$ cat config.mk
export PLATFORM = sky130hd
export DESIGN_NAME = regfile_mp
export DESIGN_NICKNAME = d
export VERILOG_FILES = /design/src/rtl/regfile_pkg.sv /design/src/rtl/regfile_rdport.sv /design/src/rtl/regfile_mp.sv
export SDC_FILE = /design/constraint.sdc
export NUM_CORES = 1
export LEC_CHECK = 0
export CAP_MARGIN = 15
export CORE_ASPECT_RATIO = 0.5
export CORE_MARGIN = 5
export CORE_UTILIZATION = 60
export DETAILED_ROUTE_END_ITERATION = 10
export PLACE_DENSITY = 0.81
export SYNTH_ARGS = -nofsm -noshare
export SYNTH_HDL_FRONTEND = slang
export SYNTH_SLANG_ARGS = --single-unit
$ cat constraint.sdc
create_clock -name clock -period 13 [get_ports clock]
set_input_delay 2.6 -clock clock [delete_from_list [all_inputs] [get_ports clock]]
set_output_delay 2.6 -clock clock [all_outputs]
set_load 0.1 [all_outputs]
$ cat src/rtl/regfile_pkg.sv
// Shared definitions for the multi-port register file: FSM state encoding
// and the default parameter values used by regfile_mp and regfile_rdport.
package regfile_pkg;

  typedef enum logic {
    CLEAR = 1'b0,
    READY = 1'b1
  } state_t;

  localparam int DEF_DATA_W   = 32;
  localparam int DEF_ADDR_W   = 5;
  localparam int DEF_NUM_RD   = 2;
  localparam int DEF_ZERO_REG = 1;

endpackage

$ cat src/rtl/regfile_rdport.sv
// One combinational read port of regfile_mp: zero-gating while the clear
// sequence runs, hard-wired zero for register 0, and optional same-cycle
// write forwarding when REGFILE_MP_BYPASS_EN is defined.
module regfile_rdport
  import regfile_pkg::*;
#(
  parameter int DATA_W   = DEF_DATA_W,
  parameter int ADDR_W   = DEF_ADDR_W,
  parameter int ZERO_REG = DEF_ZERO_REG
) (
  input  logic              i_busy,
  input  logic [ADDR_W-1:0] i_rd_addr,
  input  logic [DATA_W-1:0] i_mem_data,
  input  logic              i_wr_ok,
  input  logic [ADDR_W-1:0] i_wr_addr,
  input  logic [DATA_W-1:0] i_wr_data,
  output logic [DATA_W-1:0] o_rd_data
);

  logic w_zero_hit;
  assign w_zero_hit = (ZERO_REG != 0) && (i_rd_addr == '0);

`ifdef REGFILE_MP_BYPASS_EN
  // Forward the in-flight write; i_wr_ok already excludes CLEAR and reg 0.
  always_comb begin
    o_rd_data = i_mem_data;
    if (i_busy || w_zero_hit) begin
      o_rd_data = '0;
    end else if (i_wr_ok && (i_wr_addr == i_rd_addr)) begin
      o_rd_data = i_wr_data;
    end
  end
`else
  // Write data only becomes visible after the edge, so the write port is unused here.
  logic w_unused;
  assign w_unused = ^{i_wr_ok, i_wr_addr, i_wr_data};

  // Plain storage read with busy and register-0 gating.
  always_comb begin
    o_rd_data = i_mem_data;
    if (i_busy || w_zero_hit) begin
      o_rd_data = '0;
    end
  end
`endif

endmodule

$ cat src/rtl/regfile_mp.sv
// Multi-port register file: one write port, NUM_RD combinational read ports.
// After reset a CLEAR sequence zeroes every entry (busy=1), then the block
// goes READY. Writes arriving while busy are dropped and flagged on wr_drop
// one cycle later. Optional feature macro: REGFILE_MP_BYPASS_EN enables
// same-cycle write-to-read forwarding.
module regfile_mp
  import regfile_pkg::*;
#(
  parameter int DATA_W   = DEF_DATA_W,
  parameter int ADDR_W   = DEF_ADDR_W,
  parameter int NUM_RD   = DEF_NUM_RD,
  parameter int ZERO_REG = DEF_ZERO_REG
) (
  input  logic                     clock,
  input  logic                     reset,
  input  logic                     wr_en,
  input  logic [ADDR_W-1:0]        wr_addr,
  input  logic [DATA_W-1:0]        wr_data,
  input  logic [NUM_RD*ADDR_W-1:0] rd_addr,
  output logic [NUM_RD*DATA_W-1:0] rd_data,
  output logic                     busy,
  output logic                     wr_drop
);

  localparam int DEPTH = 2 ** ADDR_W;

  state_t            r_state;
  state_t            w_state_nxt;
  logic [ADDR_W-1:0] r_clr_idx;
  logic [DATA_W-1:0] r_mem [DEPTH];
  logic              r_wr_drop;
  logic              w_busy;
  logic              w_wr_ok;

  assign w_busy  = (r_state == CLEAR);
  assign busy    = w_busy;
  assign wr_drop = r_wr_drop;

  // Accepted user write: only in READY, and never to the hard-wired zero register.
  assign w_wr_ok = wr_en && !w_busy && !((ZERO_REG != 0) && (wr_addr == '0));

  // State register; reset always restarts the clear sequence.
  always_ff @(posedge clock) begin
    if (reset) begin
      r_state <= CLEAR;
    end else begin
      r_state <= w_state_nxt;
    end
  end

  // Next state: leave CLEAR on the cycle that clears the last index.
  always_comb begin
    w_state_nxt = r_state;
    case (r_state)
      CLEAR:   if (&r_clr_idx) w_state_nxt = READY;
      READY:   w_state_nxt = READY;
      default: w_state_nxt = CLEAR;
    endcase
  end

  // Clear index walks 0..DEPTH-1 while clearing and parks at 0 once it wraps.
  always_ff @(posedge clock) begin
    if (reset) begin
      r_clr_idx <= '0;
    end else if (w_busy) begin
      r_clr_idx <= r_clr_idx + 1'b1;
    end
  end

  // Drop flag: a write request seen during CLEAR is reported for one cycle.
  always_ff @(posedge clock) begin
    if (reset) begin
      r_wr_drop <= 1'b0;
    end else begin
      r_wr_drop <= wr_en && w_busy;
    end
  end

  // Storage: clear writes win in CLEAR, user writes in READY; reset blocks both.
  always_ff @(posedge clock) begin
    if (!reset) begin
      if (w_busy) begin
        r_mem[r_clr_idx] <= '0;
      end else if (w_wr_ok) begin
        r_mem[wr_addr] <= wr_data;
      end
    end
  end

  // One independent read mux per port.
  for (genvar k = 0; k < NUM_RD; k++) begin : g_rd
    logic [ADDR_W-1:0] w_ra;
    assign w_ra = rd_addr[k*ADDR_W +: ADDR_W];

    regfile_rdport #(
      .DATA_W   (DATA_W),
      .ADDR_W   (ADDR_W),
      .ZERO_REG (ZERO_REG)
    ) u_rdport (
      .i_busy     (w_busy),
      .i_rd_addr  (w_ra),
      .i_mem_data (r_mem[w_ra]),
      .i_wr_ok    (w_wr_ok),
      .i_wr_addr  (wr_addr),
      .i_wr_data  (wr_data),
      .o_rd_data  (rd_data[k*DATA_W +: DATA_W])
    );
  end

endmodule

==> summary.txt, run 1 <==
Clock network
  • Hold-fix buffers, CTS: 0
  • Num CTS Buffers: 87
  • Clock Sinks: 1031
  • Worst-skew pair later-pin latency: 0.67 ns
  • Post-CTS resize count: 0
  • Setup bufs post-CTS: 0
  • H-tree Lvls: 3
  • Max Buffers Root-to-Sink: 3
  • Worst-path clk slew: 0.07 ns
  • Root buffer cell: clkbuf_16
  • CTS tree: built

Place
  • Port-buffer cells: 115
  • Dpl cells: 3392
  • Area after DPL: 0.0500 sq mm
  • Detailed placement HPWL: 71200 um
  • Final GP Congestion: 0.822

Setup path
  • Critical path, cell by cell: clkdlybuf4s50_1 > nor2b_4 > buf_4 > a22oi_1 > a211oi_1 > clkdlybuf4s50_1
  • WP buf/inv: 3
  • Critical path startpoint category: input pin
  • CP peak stage delay: 1.28 ns
  • CP Data Required Time: 10.40 ns
  • Worst Setup End Kind: output pin
  • CP top delay family: buffers and inverters
  • Crit path max-delay cell type: clkdlybuf4s50_1
  • Most frequent CP cell: clkdlybuf4s50_1
  • Worst EP arrival: 7.40 ns
  • Setup slack, reg-to-reg: 8.86 ns
  • Critical path peak fanout: 36
  • WS Path Type: input pin to output pin

Final layout
  • Non-Filler Instances: 3550
  • Post-route cell area: 0.0529 sq mm
  • Fin nets: 2483
  • Area Growth Syn to Fin: 10.7%
  • Leading cell type in the layout, fill and taps excluded: edfxtp_1
  • Most frequent cells in the layout: edfxtp_1, mux4_2, mux2i_1
  • Layout cell share with drive strength beyond 1: 28.5%

GRT
  • Gr ovfl total: 0
  • Largest net degree at the start of global routing: 123
  • Initial antenna violation count: 3
  • Number of global-route vias before repair: 27993
  • Gr usage total: 32.1%
  • First-pass GRT wire length: 197000 um

Power and ir drop
  • Switch Pwr: 1.45 mW
  • Clk pwr share: 40.0%
  • Maximum vdd ir drop: 0.0932 mV
  • Pwr/cell area: 127 mW/mm^2
  • Seq pwr share: 53.9%
  • Int Power: 5.29 mW
  • Switching part of the total: 21.5%
  • Combinational share of power: 6.0%
  • Leakage dissipation: 15.1 nW

Die
  • Die ar.: 0.0857 sq mm
  • Die height: 210 um
  • Chip Width: 409 um
  • # rows: 73
  • Starting density of the core: 60.4%
  • Core Area: 0.0792 sq mm
  • # IOs: 116

Yosys
  • Mapped cell area: 0.0478 sq mm
  • Synth area leader: edfxtp_1
  • Avg Inst Size Synth: 20.3 sq um
  • Mapped Nets: 2403
  • Yosys warnings: 0
  • Synth top area share: 64.3%
  • Register area share after synthesis: 64.6%
  • #FFs+latches synth: 1031
  • Synth top area cells: edfxtp_1, mux4_2, mux2i_1
  • Mapped Cells: 2351
  • EDFF count, synth: 1024
  • Asr flop ratio synth: 0%
  • Netlist cell types: 53
  • Top FF cell, synth: edfxtp_1

Detailed routing
  • Remaining DRCs: 0
  • Vias per inst: 7.91
  • First-pass iteration count of the detailed router: 9
  • Final wirelength: 138000 um
  • Final ANT Viol Nets: 0
  • Drt wl/cell: 38.9 um
  • Via count: 28086
  • Number of DRC markers in iteration 0: 4674

Job
  • Maxcap violations: 0

Timing
  • Max-slew violations: 0
  • Max Fclk: 100 MHz
  • Fin crit share: 77.0%
  • Slew @ Worst Pin: 1.21 ns
  • Max_slew headroom: 17.1%
  • Clock Skews: 0.0170 ns
  • Setup TNS: 0 ns
  • RSZ-0062 raised after global routing: false
  • Post-layout min period: 10.00 ns
  • # setup viols final: 0
  • Endpoints failing hold: 0
  • WHS: 0.592 ns

Worst hold path
  • Hold Crit Class: flop to flop

Status
  • Status: finished clean
-- worst paths after layout --
| check | from | end | depth (start not counted) |
|---|---|---|---|
| setup / recovery | rd_addr[8] | rd_data[50] | 6 |
| hold / removal | r_clr_idx[1] | r_clr_idx[1] | 2 |
| setup reg to reg | r_state | r_mem[27][25] | 6 |
| hold reg to reg | r_clr_idx[1] | r_clr_idx[1] | 2 |
-- power by group through the flow --
stage          clock network [mW]  registers [mW]  logic (mW)
2_1_floorplan                   0            3.71       0.287
3_3_place_gp                    0            3.71       0.395
3_5_place_dp                    0            3.71       0.399
4_1_cts                      2.71            3.63       0.402
5_1_grt                      2.85            3.63       0.422
6_report                     2.70            3.64       0.407
-- registers in the layout (all words and copies together) (netlist names) --
| register | count |
|---|---|
| r_clr_idx | 5 |
| r_mem | 1024 |
| r_state | 1 |
| wr_drop | 1 |
-- routing by layer --
layer | wire [um] | up-vias | global-route usage [%] | part of all wire [%]
met1 | 47500 | 14540 | 45.3 | 34
met3 | 20900 | 432 | 8.95 | 15
li1 | - | 10523 | - | -
met5 | 13 | - | 0 | 0.0094
met4 | 6730 | 2 | 13.3 | 4.9
met2 | 63000 | 2589 | 48.1 | 46
-- cell families after synthesis --
family,after synthesis,share of synthesized area (%)
mux,708,26.6
simple gates,110,1.32
flops,1031,64.6
compound gates,299,5.15
buf+inv,198,2.21
xor+xnor,3,0.0550
fa+ha+maj,2,0.0523
-- cell usage after synthesis (20+ instances only) --
library cell  number
a211oi_1          30
a21oi_1           35
a22o_1            31
a22oi_1           32
and2_1            33
buf_2             64
buf_6             20
clkbuf_1          76
edfxtp_1        1024
mux2i_1          258
mux4_2           449
nor3_1            24
o221ai_1          63
o22a_1            33
o22ai_1           31
-- through the flow --
step	setup WS [ns]	total power, mW	util [%]
2_1_floorplan	4.37	3.99	-
3_3_place_gp	3.12	4.10	63.2
3_5_place_dp	3.09	4.11	63.2
4_1_cts	3.10	6.74	66.8
5_1_grt	2.93	6.90	66.8
6_report	3.00	6.74	66.8
-- worst min-delay path: stages (launching register included) --
cell and delay (ns):
dfxtp_1 0.35, mux2i_1 0.14, nor2_1 0.05
-- layout make-up --
cell class / count / area (sq um)
antenna: 3 / 7.51
clock buffer: 114 / 2430
clock inverter: 41 / 433
fill: 4850 / 26300
inverter: 5 / 18.8
multi-input combinational: 1122 / 16100
sequential: 1031 / 30900
tap: 1050 / 1310
timing repair buffer: 184 / 1740
Power figures use the tool's default switching activity.
==> inputs of run 2 (changes only) <==
Clock period 13 ns to 10.35 ns, I/O delays scaled along.
==> summary.txt, run 2 (synthesized netlist as in run 1, its figures left out) <==
GRT
  • First-pass GRT wire length: 195000 um (-0.80%)
  • Number of global-route vias before repair: 28084 (+0.33%)
  • Gr usage total: 31.7% (-0.36 points)
  • Gr ovfl total: 0 (unchanged)
  • Initial antenna violation count: 2 (-1)
  • Largest net degree at the start of global routing: 124 (+0.81%)

Final layout
  • Layout filler cell count: 4915 (+1.3%)
  • Area Growth Syn to Fin: 11.1%
  • Non-Filler Instances: 3563 (+0.37%)
  • Final Util: 67.0% (+0.23 points)
  • Max FFs per register: 1024 (unchanged)
  • Leading cell type in the layout, fill and taps excluded: edfxtp_1
  • Fin nets: 2489 (+0.24%)
  • Most flop-heavy register: r_mem
  • Layout cell share with drive strength beyond 1: 28.7% (+0.24 points)
  • Top flop regs: r_mem x1024, r_clr_idx x5
  • Most frequent cells in the layout: edfxtp_1, mux4_2, mux2i_1
  • Post-route cell area: 0.0531 sq mm (+0.34%)

Power and ir drop
  • Seq pwr share: 53.5% (-0.4 points)
  • Int Power: 6.70 mW (+27%)
  • Total power: 8.53 mW (+26%)
  • Maximum vdd ir drop: 0.134 mV (+44%)
  • Clk pwr share: 40.5% (+0.5 points)
  • Combinational share of power: 6.0% (about the same)
  • Switch Pwr: 1.83 mW (+26%)
  • Pwr/cell area: 161 mW/mm^2 (+26%)
  • Leakage dissipation: 15.1 nW (+0.53%)
  • Switching part of the total: 21.5% (-0.048 points)

Clock network
  • Post-CTS resize count: 0 (unchanged)
  • Clock Sinks: 1031 (unchanged)
  • Root buffer cell: clkbuf_16
  • Hold-fix buffers, CTS: 0 (unchanged)
  • Worst-skew pair later-pin latency: 0.70 ns (+0.03 ns)
  • Max Buffers Root-to-Sink: 3 (unchanged)
  • H-tree Lvls: 3 (unchanged)
  • CTS tree: built
  • Setup bufs post-CTS: 0 (unchanged)
  • Worst-path clk slew: 0.07 ns (about the same)
  • Num CTS Buffers: 87 (unchanged)

Detailed routing
  • Number of DRC markers in iteration 0: 4686 (+0.26%)
  • Remaining DRCs: 0 (unchanged)
  • Drt wl/cell: 38.2 um (-1.9%)
  • First-pass iteration count of the detailed router: 5 (-4)
  • Final ANT Viol Nets: 0 (unchanged)
  • Via count: 27826 (-0.93%)
  • Final wirelength: 136000 um (-1.5%)
  • Vias per inst: 7.81 (-1.3%)

Place
  • Pre-CTS worst setup slack: 1.63 ns (-1.47 ns)
  • Detailed placement HPWL: 70800 um (-0.63%)
  • Final GP Congestion: 0.822 (about the same)
  • Dpl cells: 3396 (+0.12%)
  • Port-buffer cells: 115 (unchanged)
  • Area after DPL: 0.0501 sq mm (+0.16%)

Setup path
  • Critical path startpoint category: input pin
  • Worst EP arrival: 6.67 ns (-0.73 ns)
  • WS Path Type: input pin to output pin
  • Worst Setup End Kind: output pin
  • Critical path peak fanout: 24 (-33%)
  • CP Data Required Time: 8.28 ns (-2.12 ns)
  • Setup slack, reg-to-reg: 6.33 ns (-2.53 ns)

Die
  • Die height: 210 um (unchanged)
  • # IOs: 116 (unchanged)
  • Core Area: 0.0792 sq mm (unchanged)
  • # rows: 73 (unchanged)
  • Chip Width: 409 um (unchanged)
  • Starting density of the core: 60.4% (unchanged)
  • Die ar.: 0.0857 sq mm (unchanged)

Timing
  • Endpoints failing hold: 0 (unchanged)
  • Slew @ Worst Pin: 1.29 ns (+0.0816 ns)
  • Fin crit share: 84.5%
  • Setup TNS: 0 ns (unchanged)
  • Clock Skews: 0.0173 ns (+0.000306 ns)
  • Setup ws final: 1.61 ns (-1.39 ns)
  • Max_slew headroom: 13.8% (-3.3 points)
  • WHS: 0.579 ns (-0.0125 ns)
  • # setup viols final: 0 (unchanged)
  • RSZ-0062 raised after global routing: false
  • Max-slew violations: 0 (unchanged)
  • Post-layout min period: 8.74 ns
  • Max Fclk: 114 MHz

Worst hold path
  • Hold Crit Class: flop to flop

Job
  • Maxcap violations: 0 (unchanged)

Status
  • Status: finished clean
[run 2: cell types whose count changed in the layout (fill, tap and decap cells not counted), moves of 2 or more]
| cell | previous run | this run |
|---|---|---|
| buf_12 | 4 | 8 |
| bufinv_16 | 9 | 12 |
| clkbuf_1 | 19 | 24 |
| clkbuf_16 | 93 | 91 |
| clkinvlp_4 | 2 | 5 |
[run 2: final cells by class]
cell class	count	area, sq um	share of cell area [%]
diodes	2	5.00	0.00943
clock buffers	116	2380	4.48
clock inverters	47	547	1.03
inverters	5	18.8	0.0354
multi-input cells	1122	16100	30.3
flip-flops and latches	1031	30900	58.2
well taps	1050	1310	2.47
repair buffers	190	1850	3.49
[run 2: path summary, 6_finish.rpt]
| path | from | endpoint | cells after the start |
|---|---|---|---|
| hold reg to reg | r_clr_idx[1] | r_clr_idx[1] | 2 |
| hold / removal | r_clr_idx[1] | r_clr_idx[1] | 2 |
| setup / recovery | rd_addr[8] | rd_data[37] | 7 |
| setup reg to reg | r_state | r_mem[10][28] | 7 |
[run 2: power groups by stage]
stage	clock network (mW)	logic, mW	registers [mW]
6_report	3.45	0.509	4.57
5_1_grt	3.66	0.530	4.56
4_1_cts	3.46	0.502	4.56
3_5_place_dp	0	0.499	4.66
3_3_place_gp	0	0.494	4.65
2_1_floorplan	0	0.361	4.65
[run 2: worst max-delay path: stages]
cell and delay [ns]:
clkdlybuf4s50_1 0.75, or3b_2 0.97, buf_4 0.43, o22ai_1 0.22, a2111oi_0 0.11, a211oi_1 0.80, clkdlybuf4s50_1 1.28
[run 2: layer usage]
| layer | track usage (%) | share of wire, % |
|---|---|---|
| met1 | 44.0 | 34 |
| met2 | 48.1 | 46 |
| met3 | 8.95 | 15 |
| met4 | 13.6 | 4.8 |
| met5 | 0 | 0 |
